<file path="config.mk">
export PLATFORM = sky130hd
export DESIGN_NAME = pif_led_fader
export DESIGN_NICKNAME = d
export VERILOG_FILES = /design/src/rtl/pif_led_fader.sv
export SDC_FILE = /design/constraint.sdc
export NUM_CORES = 1
export LEC_CHECK = 0
export CAP_MARGIN = 20
export CORE_MARGIN = 5
export CORE_UTILIZATION = 30
export DETAILED_ROUTE_END_ITERATION = 16
export GPL_TIMING_DRIVEN = 0
export HOLD_SLACK_MARGIN = 0.1
export MAX_ROUTING_LAYER = met4
export PLACE_DENSITY = 0.55
export SLEW_MARGIN = 20
export SYNTH_ARGS = -nofsm -noshare
export SYNTH_HDL_FRONTEND = slang
export SYNTH_SLANG_ARGS = --single-unit
</file>
<file path="constraint.sdc">
create_clock -name Clk -period 1.9 [get_ports Clk]
set_input_delay 0.38 -clock Clk [delete_from_list [all_inputs] [get_ports Clk]]
set_output_delay 0.38 -clock Clk [all_outputs]
set_load 0.03 [all_outputs]
</file>
<file path="src/rtl/pif_led_fader.sv">
// Multi-channel status LED driver: off / on / sigma-delta breathe / blink per channel,
// sharing one tick divider and triangle ramp with per-channel phase stagger.
module pif_led_fader #(
   parameter int NUM_CH     = 2,
   parameter int B          = 5,
   parameter int TICK_DIV   = 8,
   parameter bit ACTIVE_LOW = 1'b1
) (
   input  logic                  Clk,
   input  logic                  RstN,
   input  logic                  CfgLoad,
   input  logic [2*NUM_CH-1:0]   ModeIn,
   output logic [NUM_CH-1:0]     Led,
   output logic                  Tick,
   output logic                  Wrap
);

   localparam int DW     = $clog2(TICK_DIV);
   localparam int RW     = B + 1;
   localparam int OFFSET = (2 ** RW) / NUM_CH;

   typedef enum logic [1:0] {
      MODE_OFF     = 2'b00,
      MODE_ON      = 2'b01,
      MODE_BREATHE = 2'b10,
      MODE_BLINK   = 2'b11
   } mode_t;

   logic [DW-1:0]     div_cnt;
   logic [RW-1:0]     ramp;
   logic              tick_i;
   logic [NUM_CH-1:0] lit;

   // CfgLoad suppresses the tick so a colliding load never advances the ramp
   assign tick_i = (div_cnt == DW'(TICK_DIV - 1)) && !CfgLoad;
   assign Tick   = tick_i;
   assign Wrap   = tick_i && (ramp == '1);

   always_ff @(posedge Clk or negedge RstN) begin
      if (!RstN) begin
         div_cnt <= '0;
         ramp    <= '0;
      end else if (CfgLoad) begin
         div_cnt <= '0;
         ramp    <= '0;
      end else begin
         if (div_cnt == DW'(TICK_DIV - 1))
            div_cnt <= '0;
         else
            div_cnt <= div_cnt + DW'(1);
         if (tick_i)
            ramp <= ramp + RW'(1);
      end
   end

   for (genvar gi = 0; gi < NUM_CH; gi++) begin : g_ch
      localparam logic [RW-1:0] CH_OFS = RW'((gi * OFFSET) % (2 ** RW));

      mode_t         mode;
      logic [RW-1:0] acc;
      logic [RW-1:0] r;
      logic          sd;
      logic          dir;
      logic [B-1:0]  lvl;
      logic          lit_ch;

      assign r   = ramp + CH_OFS;
      assign dir = r[B];
      assign lvl = dir ? ~r[B-1:0] : r[B-1:0];

      always_ff @(posedge Clk or negedge RstN) begin
         if (!RstN) begin
            mode <= MODE_OFF;
            acc  <= '0;
            sd   <= 1'b0;
         end else if (CfgLoad) begin
            mode <= mode_t'(ModeIn[2*gi +: 2]);
            acc  <= '0;
            sd   <= 1'b0;
         end else begin
            if (tick_i)
               acc <= '0;
            else
               acc <= {1'b0, acc[B-1:0]} + {1'b0, lvl};
            sd <= acc[B];
         end
      end

      always_comb begin
         lit_ch = 1'b0;
         unique case (mode)
            MODE_OFF:     lit_ch = 1'b0;
            MODE_ON:      lit_ch = 1'b1;
            MODE_BREATHE: lit_ch = sd;
            MODE_BLINK:   lit_ch = dir;
            default:      lit_ch = 1'b0;
         endcase
      end

      assign lit[gi] = lit_ch;
   end

   always_ff @(posedge Clk or negedge RstN) begin
      if (!RstN)
         Led <= {NUM_CH{ACTIVE_LOW}};
      else
         Led <= lit ^ {NUM_CH{ACTIVE_LOW}};
   end

endmodule

</file>
==> flow_summary_export.csv <==
group,metric,value,unit
outcome,status,"finished clean",
critical_path,reg2reg_from,"ramp[5]",
floorplan,die_y,80.98,um
sta,max_freq,526.9,MHz
global_routing,grt_pass1_wl,5416,um
power,power,1.700,mW
routing,antenna_left,0,
critical_path,r2r_end,"g_ch[0].acc[4]",
power,power.switching,383.4,uW
sta,post-route-period-util,0.9988,
clock_tree,cts_tree,"yes",
routing,wl_per_cell,12.89,um
place,globalplace.congestion,0.7182,
clock_tree,numCtsBuffers,5,
critical_path,cp-start-kind,"register",
global_routing,first_global_vias,1179,
critical_path,reg2reg_slack,20,ps
critical_path,critPathMaxStageDelay,480,ps
global_routing,grt_overflow,0,
final_layout,layout_commonest_cell,"dfrtp_1",
floorplan,row_count,25,
critical_path,crit_chain,"ha_1 -> nand4_1 -> nor3b_2 -> buf_4",
logic_synthesis,synth_fp_nets,162,
sta,fin_skew,5.587,ps
clock_tree,cts.sinks,29,
critical_path,critical-path-slowest-cell,"dfrtp_2",
routing,firstDrtPassIters,4,
logic_synthesis,syn-cell-area,1511,um2
routing,drt_iter0_markers,59,
power,p_seq_frac,0.409,
power,pwr-share-clk,0.447,
place,io_buffers,10,
floorplan,io_pins,11,
power,powerDensity,847.1,nW/um2
sta,final_max_slew_viol_count,0,
final_layout,layout_common_cells,"dfrtp_1 (25), buf_4 (15), nor2_1 (13)",
critical_path,required,1520,ps
global_routing,antenna_found_initial,0,
power,p_int,1.317,mW
clock_tree,hold_buffers,0,
routing,drt_wl_total,3030,um
final_layout,drive_gt1_frac,0.3155,
routing,drc,0,
clock_tree,clk_pin_slew,70,ps
critical_path,critPathCaptureType,"primary output",
critical_path,path_class,"reg -> out",
floorplan,core,4817,um2
sta,hold_viol_final,0,
final_layout,nets,190,
routing,vias_per_cell,4.626,
clock_tree,h-tree-depth,2,
flow_run,drv_cap,0,
floorplan,die_x,80.98,um
sta,fin_hold_ws,128.2,ps
logic_synthesis,syn_area_per_cell,10.87,um2
critical_path,ff2ff_path_depth,8,
worst_hold_path,hold_path.class,"in -> async",
clock_tree,clockBufferDepth,2,
global_routing,grt_max_degree,30,
critical_path,critPathMaxFanout,6,
place,hpwl,2125,um
power,swShare,0.2256,
power,comb_power_share,0.144,
clock_tree,clkLatencyLatePin,280,ps
logic_synthesis,yosys_warnings,0,
logic_synthesis,ys_seq_elements,29,
floorplan,dieArea,6558,um2
final_layout,final_cells,235,
logic_synthesis,synth_area_leader_cell,"dfrtp_1",
critical_path,critPathArrivalTime,1520,ps
logic_synthesis,synth.top_cells.by_area,"dfrtp_1 (45%), ha_1 (12%), nor2b_1 (3.7%)",
final_layout,antenna_cells,0,
clock_tree,cts_root_buffer,"clkbuf_8",
floorplan,start_util,0.3138,
logic_synthesis,yosysSeqAreaShare,0.4818,
sta,tightest_slew,651.1,ps
routing,vias,1087,
logic_synthesis,synth_cell_types,31,
final_layout,area_growth,32.78,%
sta,fin_crit,1898,ps
sta,slew_headroom,0.5659,
sta,rsz0062_at_grt,"yes",
logic_synthesis,syn_inst,139,
place,dp.cells,216,
power,peakVddDrop,0.0004400,V
power,leakagePower,0.9485,nW
logic_synthesis,synth_top_area_share,0.4470,
sta,setup_viol,0,
global_routing,grt.total_usage,0.1132,
==> power groups by stage <==
stage                     combinational (mW)  sequential, mW  clock [mW]
after floorplan                        0.137           0.711           0
after global placement                 0.207           0.701           0
after detailed placement               0.217           0.704           0
after CTS                              0.225           0.693       0.784
after global routing                   0.285           0.702       0.817
final                                  0.245           0.694       0.760
==> registers in the layout, summed over array words and instances, names as in the netlist <==
signal	count
ramp	6
div_cnt	3
g_ch.mode	4
g_ch.sd	2
g_ch.acc	12
Led	2
==> timing repair <==
| action | 4_1_cts | 5_1_grt |
|---|---|---|
| pin swaps | 4 | 9 |
| endpoints found under the setup margin | 8 | 9 |
| resized for setup | 22 | 14 |
| buffers inserted | 8 | 6 |
==> metal layers <==
| layer | routed length (um) | GRT usage |
|---|---|---|
| met1 | 1364 | 0.1279 |
| met2 | 1496 | 0.1831 |
| met4 | 22 | 0.05912 |
| met5 | 0 | - |
| met3 | 146 | 0.03104 |
==> through the flow <==
stage | setup WS (ps) | TNS (ps) | instance area [um2] | utilization
finish | 2.206 | 0 | 2007 | 0.4166
global route | -101.9 | -249.7 | 2007 | 0.4166
CTS | -64.75 | -75.93 | 1923 | 0.3992
detailed placement | -705.3 | -1712 | 1695 | 0.3519
global placement | -695.1 | -1970 | 1700 | 0.3530
floorplan | 102.2 | 0 | 1516 | -
==> layout make-up <==
| class | count | area (um2) |
|---|---|---|
| Multi-Input combinational cell | 95 | 810.8 |
| Clock buffer | 5 | 68.82 |
| Timing Repair Buffer | 23 | 187.7 |
| Tap cell | 67 | 83.83 |
| Buffer | 3 | 22.52 |
| Clock inverter | 3 | 65.06 |
| Sequential cell | 29 | 730.7 |
| Inverter | 10 | 37.54 |
| Fill cell | 479 | 2810 |
==> cells by family after synthesis <==
| group | Yosys count | share of synthesized area |
|---|---|---|
| adder cells (fa/ha/maj) | 16 | 0.1424 |
| AO/OA/AOI/OAI | 20 | 0.08195 |
| AND/OR/NAND/NOR | 43 | 0.1507 |
| multiplexers | 7 | 0.04967 |
| XOR/XNOR | 9 | 0.05215 |
| buffers and inverters | 15 | 0.04139 |
| flip-flops | 29 | 0.4818 |
==> critical path, delay by kind of cell, from the launching register on <==
kind	cells	cell delay [ps]
flops	1	480
buf+inv	1	190
simple gates	2	350
fa+ha+maj	1	210
==> how the worst max path moves through the flow <==
stage,end,depth (start not counted),from,slack (ps)
finish,Wrap,4,ramp[1],2
global placement,Wrap,5,CfgLoad,-700
CTS,Wrap,6,div_cnt[0],-60
global route,Wrap,5,div_cnt[0],-100
floorplan,g_ch[1].acc[4],9,ramp[5],100
detailed placement,Wrap,5,CfgLoad,-710
==> cell usage after synthesis, drive strengths merged <==
library cell,n
dfrtp,27
ha,14
nor2,13
inv,10
nor2b,9
o21ai,8
or3,5
xnor2,5
a21oi,4
buf,4
mux2,4
nand2,4
xor2,4
mux2i,3
or2,3
a211oi,2
and2,2
dfstp,2
fa,2
nand3,2
nand4,2
nor3,2
o211a,2
o22ai,2
a21o,1
a31o,1
clkbuf,1
nor3b,1
(Power assumes the default switching activity.)
==> patch, RTL diff (config.mk and constraints unchanged) <==
Change the parameter `B` from 5 to 10.
--- a/src/rtl/pif_led_fader.sv
+++ b/src/rtl/pif_led_fader.sv
@@ -2,7 +2,7 @@
 // sharing one tick divider and triangle ramp with per-channel phase stagger.
 module pif_led_fader #(
    parameter int NUM_CH     = 2,
-   parameter int B          = 5,
+   parameter int B          = 10,
    parameter int TICK_DIV   = 8,
    parameter bit ACTIVE_LOW = 1'b1
 ) (
Check against the original RTL: no difference found for any inputs over 10 cycles, from zero or initial values and one cycle with RstN low; that may be too few to reach the edited logic, so the function may still have changed.
==> patch against the unedited design <==
  * The run now ends with setup timing left
  * Cell area grew 82%
  * Total power grew 67%
  * Clock power shrank 2.9%
  * Clock skew increased by 0.0038 ns
  * Sequential cell count is 15 higher
  * Worst setup slack lost 0.36 ns
  * Sequential share of layout area shrank 6.1 points
  * Wire length rose by 96%
  * Combinational power rose to 4.1 times the old value
  * Area after synthesis grew 73%
  * Non-clock buffer count rose by 14
  * Largest cell class unchanged
  * Largest power group is now sequential cells
==> patch: results <==
[status]
outcome = "finished with violations"
violations = "setup timing"

[logic_synthesis]
synth.net_count = 299
yosys-top-cells-count = "dfrtp_1 (42), nor2_1 (32), ha_1 (23), inv_1 (21), xor2_1 (14)"
ys_types = 47
synthCells = 267

[cells_and_area]
nets = 339
fillers = 837
top_regs = "g_ch.acc (22), ramp (11), g_ch.mode (4)"
layout-drive-gt1-share_pct = 33.4

[power_and_ir_drop]
ir_worst_vdd_mv = 0.275

[cts]
path_clk_slew_ns = 0.09
insertion_delay_ns = 0.31

[setup_path]
critPathMaxFanout = 7
r2r_start = "ramp[10]"
arrival_ns = 2.49
cp-endpoint = "g_ch[1].acc[9]"

[placement]
place_congestion = 0.833
numPlacedInstances = 387
dp_hpwl_microns = 4100

[detailed_routing]
drt_iter0_drc = 78
met3WireLength_microns = 155

[global_route]
grt_use_met2_pct = 17.9
grt_max_degree = 29

[timing]
finalSetupViolations = 15
timing.final.ws_setup_ns = -0.354
==> patch: cell types whose count changed in the layout (fill, tap and decap cells not counted), moves of 7 or more <==
cell     unedited run  this run
o21a_1              0         7
inv_1               9        16
ha_4                2        11
dfrtp_1            25        40
nor2_1             13        31
xor2_1              3        11
==> patch: critical path: stages (launching register included) <==
cell	delay, ns
dfrtp_1	0.39
buf_8	0.15
buf_12	0.15
buf_12	0.13
xnor2_4	0.24
ha_4	0.26
nand2_2	0.07
nor4_1	0.05
o41a_1	0.44
o21a_1	0.20
nor3_2	0.09
==> patch: cell type report <==
class / count / share of cell area [%]
Timing Repair Buffer: 34 / 9.00
Inverter: 21 / 2.23
Clock inverter: 2 / 0.962
Buffer: 6 / 1.55
Multi-Input combinational cell: 195 / 50.2
Clock buffer: 6 / 1.99
Sequential cell: 44 / 30.4
Tap cell: 108 / 3.71
==> patch: stage by stage <==
stage	hold WS (ns)	area, sq um	setup slack, ns	TNS [ns]
6_report	0.480	3640	-0.354	-3.24
2_1_floorplan	0.0844	2690	-0.258	-1.64
3_5_place_dp	0.351	2970	-0.663	-9.12
3_3_place_gp	0.433	2920	-0.950	-49.65
4_1_cts	0.447	3460	-0.401	-3.95
5_1_grt	0.505	3640	-0.449	-5.17
==> patch: timing repair <==
action                                  4_1_cts  5_1_grt
hold buffers                                  1        0
hold endpoints to repair                     25        0
pin swaps                                    16       11
buffers inserted                             14        7
gates resized for setup                      50       29
endpoints found under the setup margin       20       22
==> patch: logic make-up after synthesis <==
group / after synthesis / share of synthesized area, %
simple gates: 90 / 17.1
mux: 5 / 2.10
flops: 44 / 42.1
buf+inv: 28 / 4.25
xor+xnor: 25 / 8.36
fa+ha+maj: 25 / 12.5
compound gates: 50 / 13.5
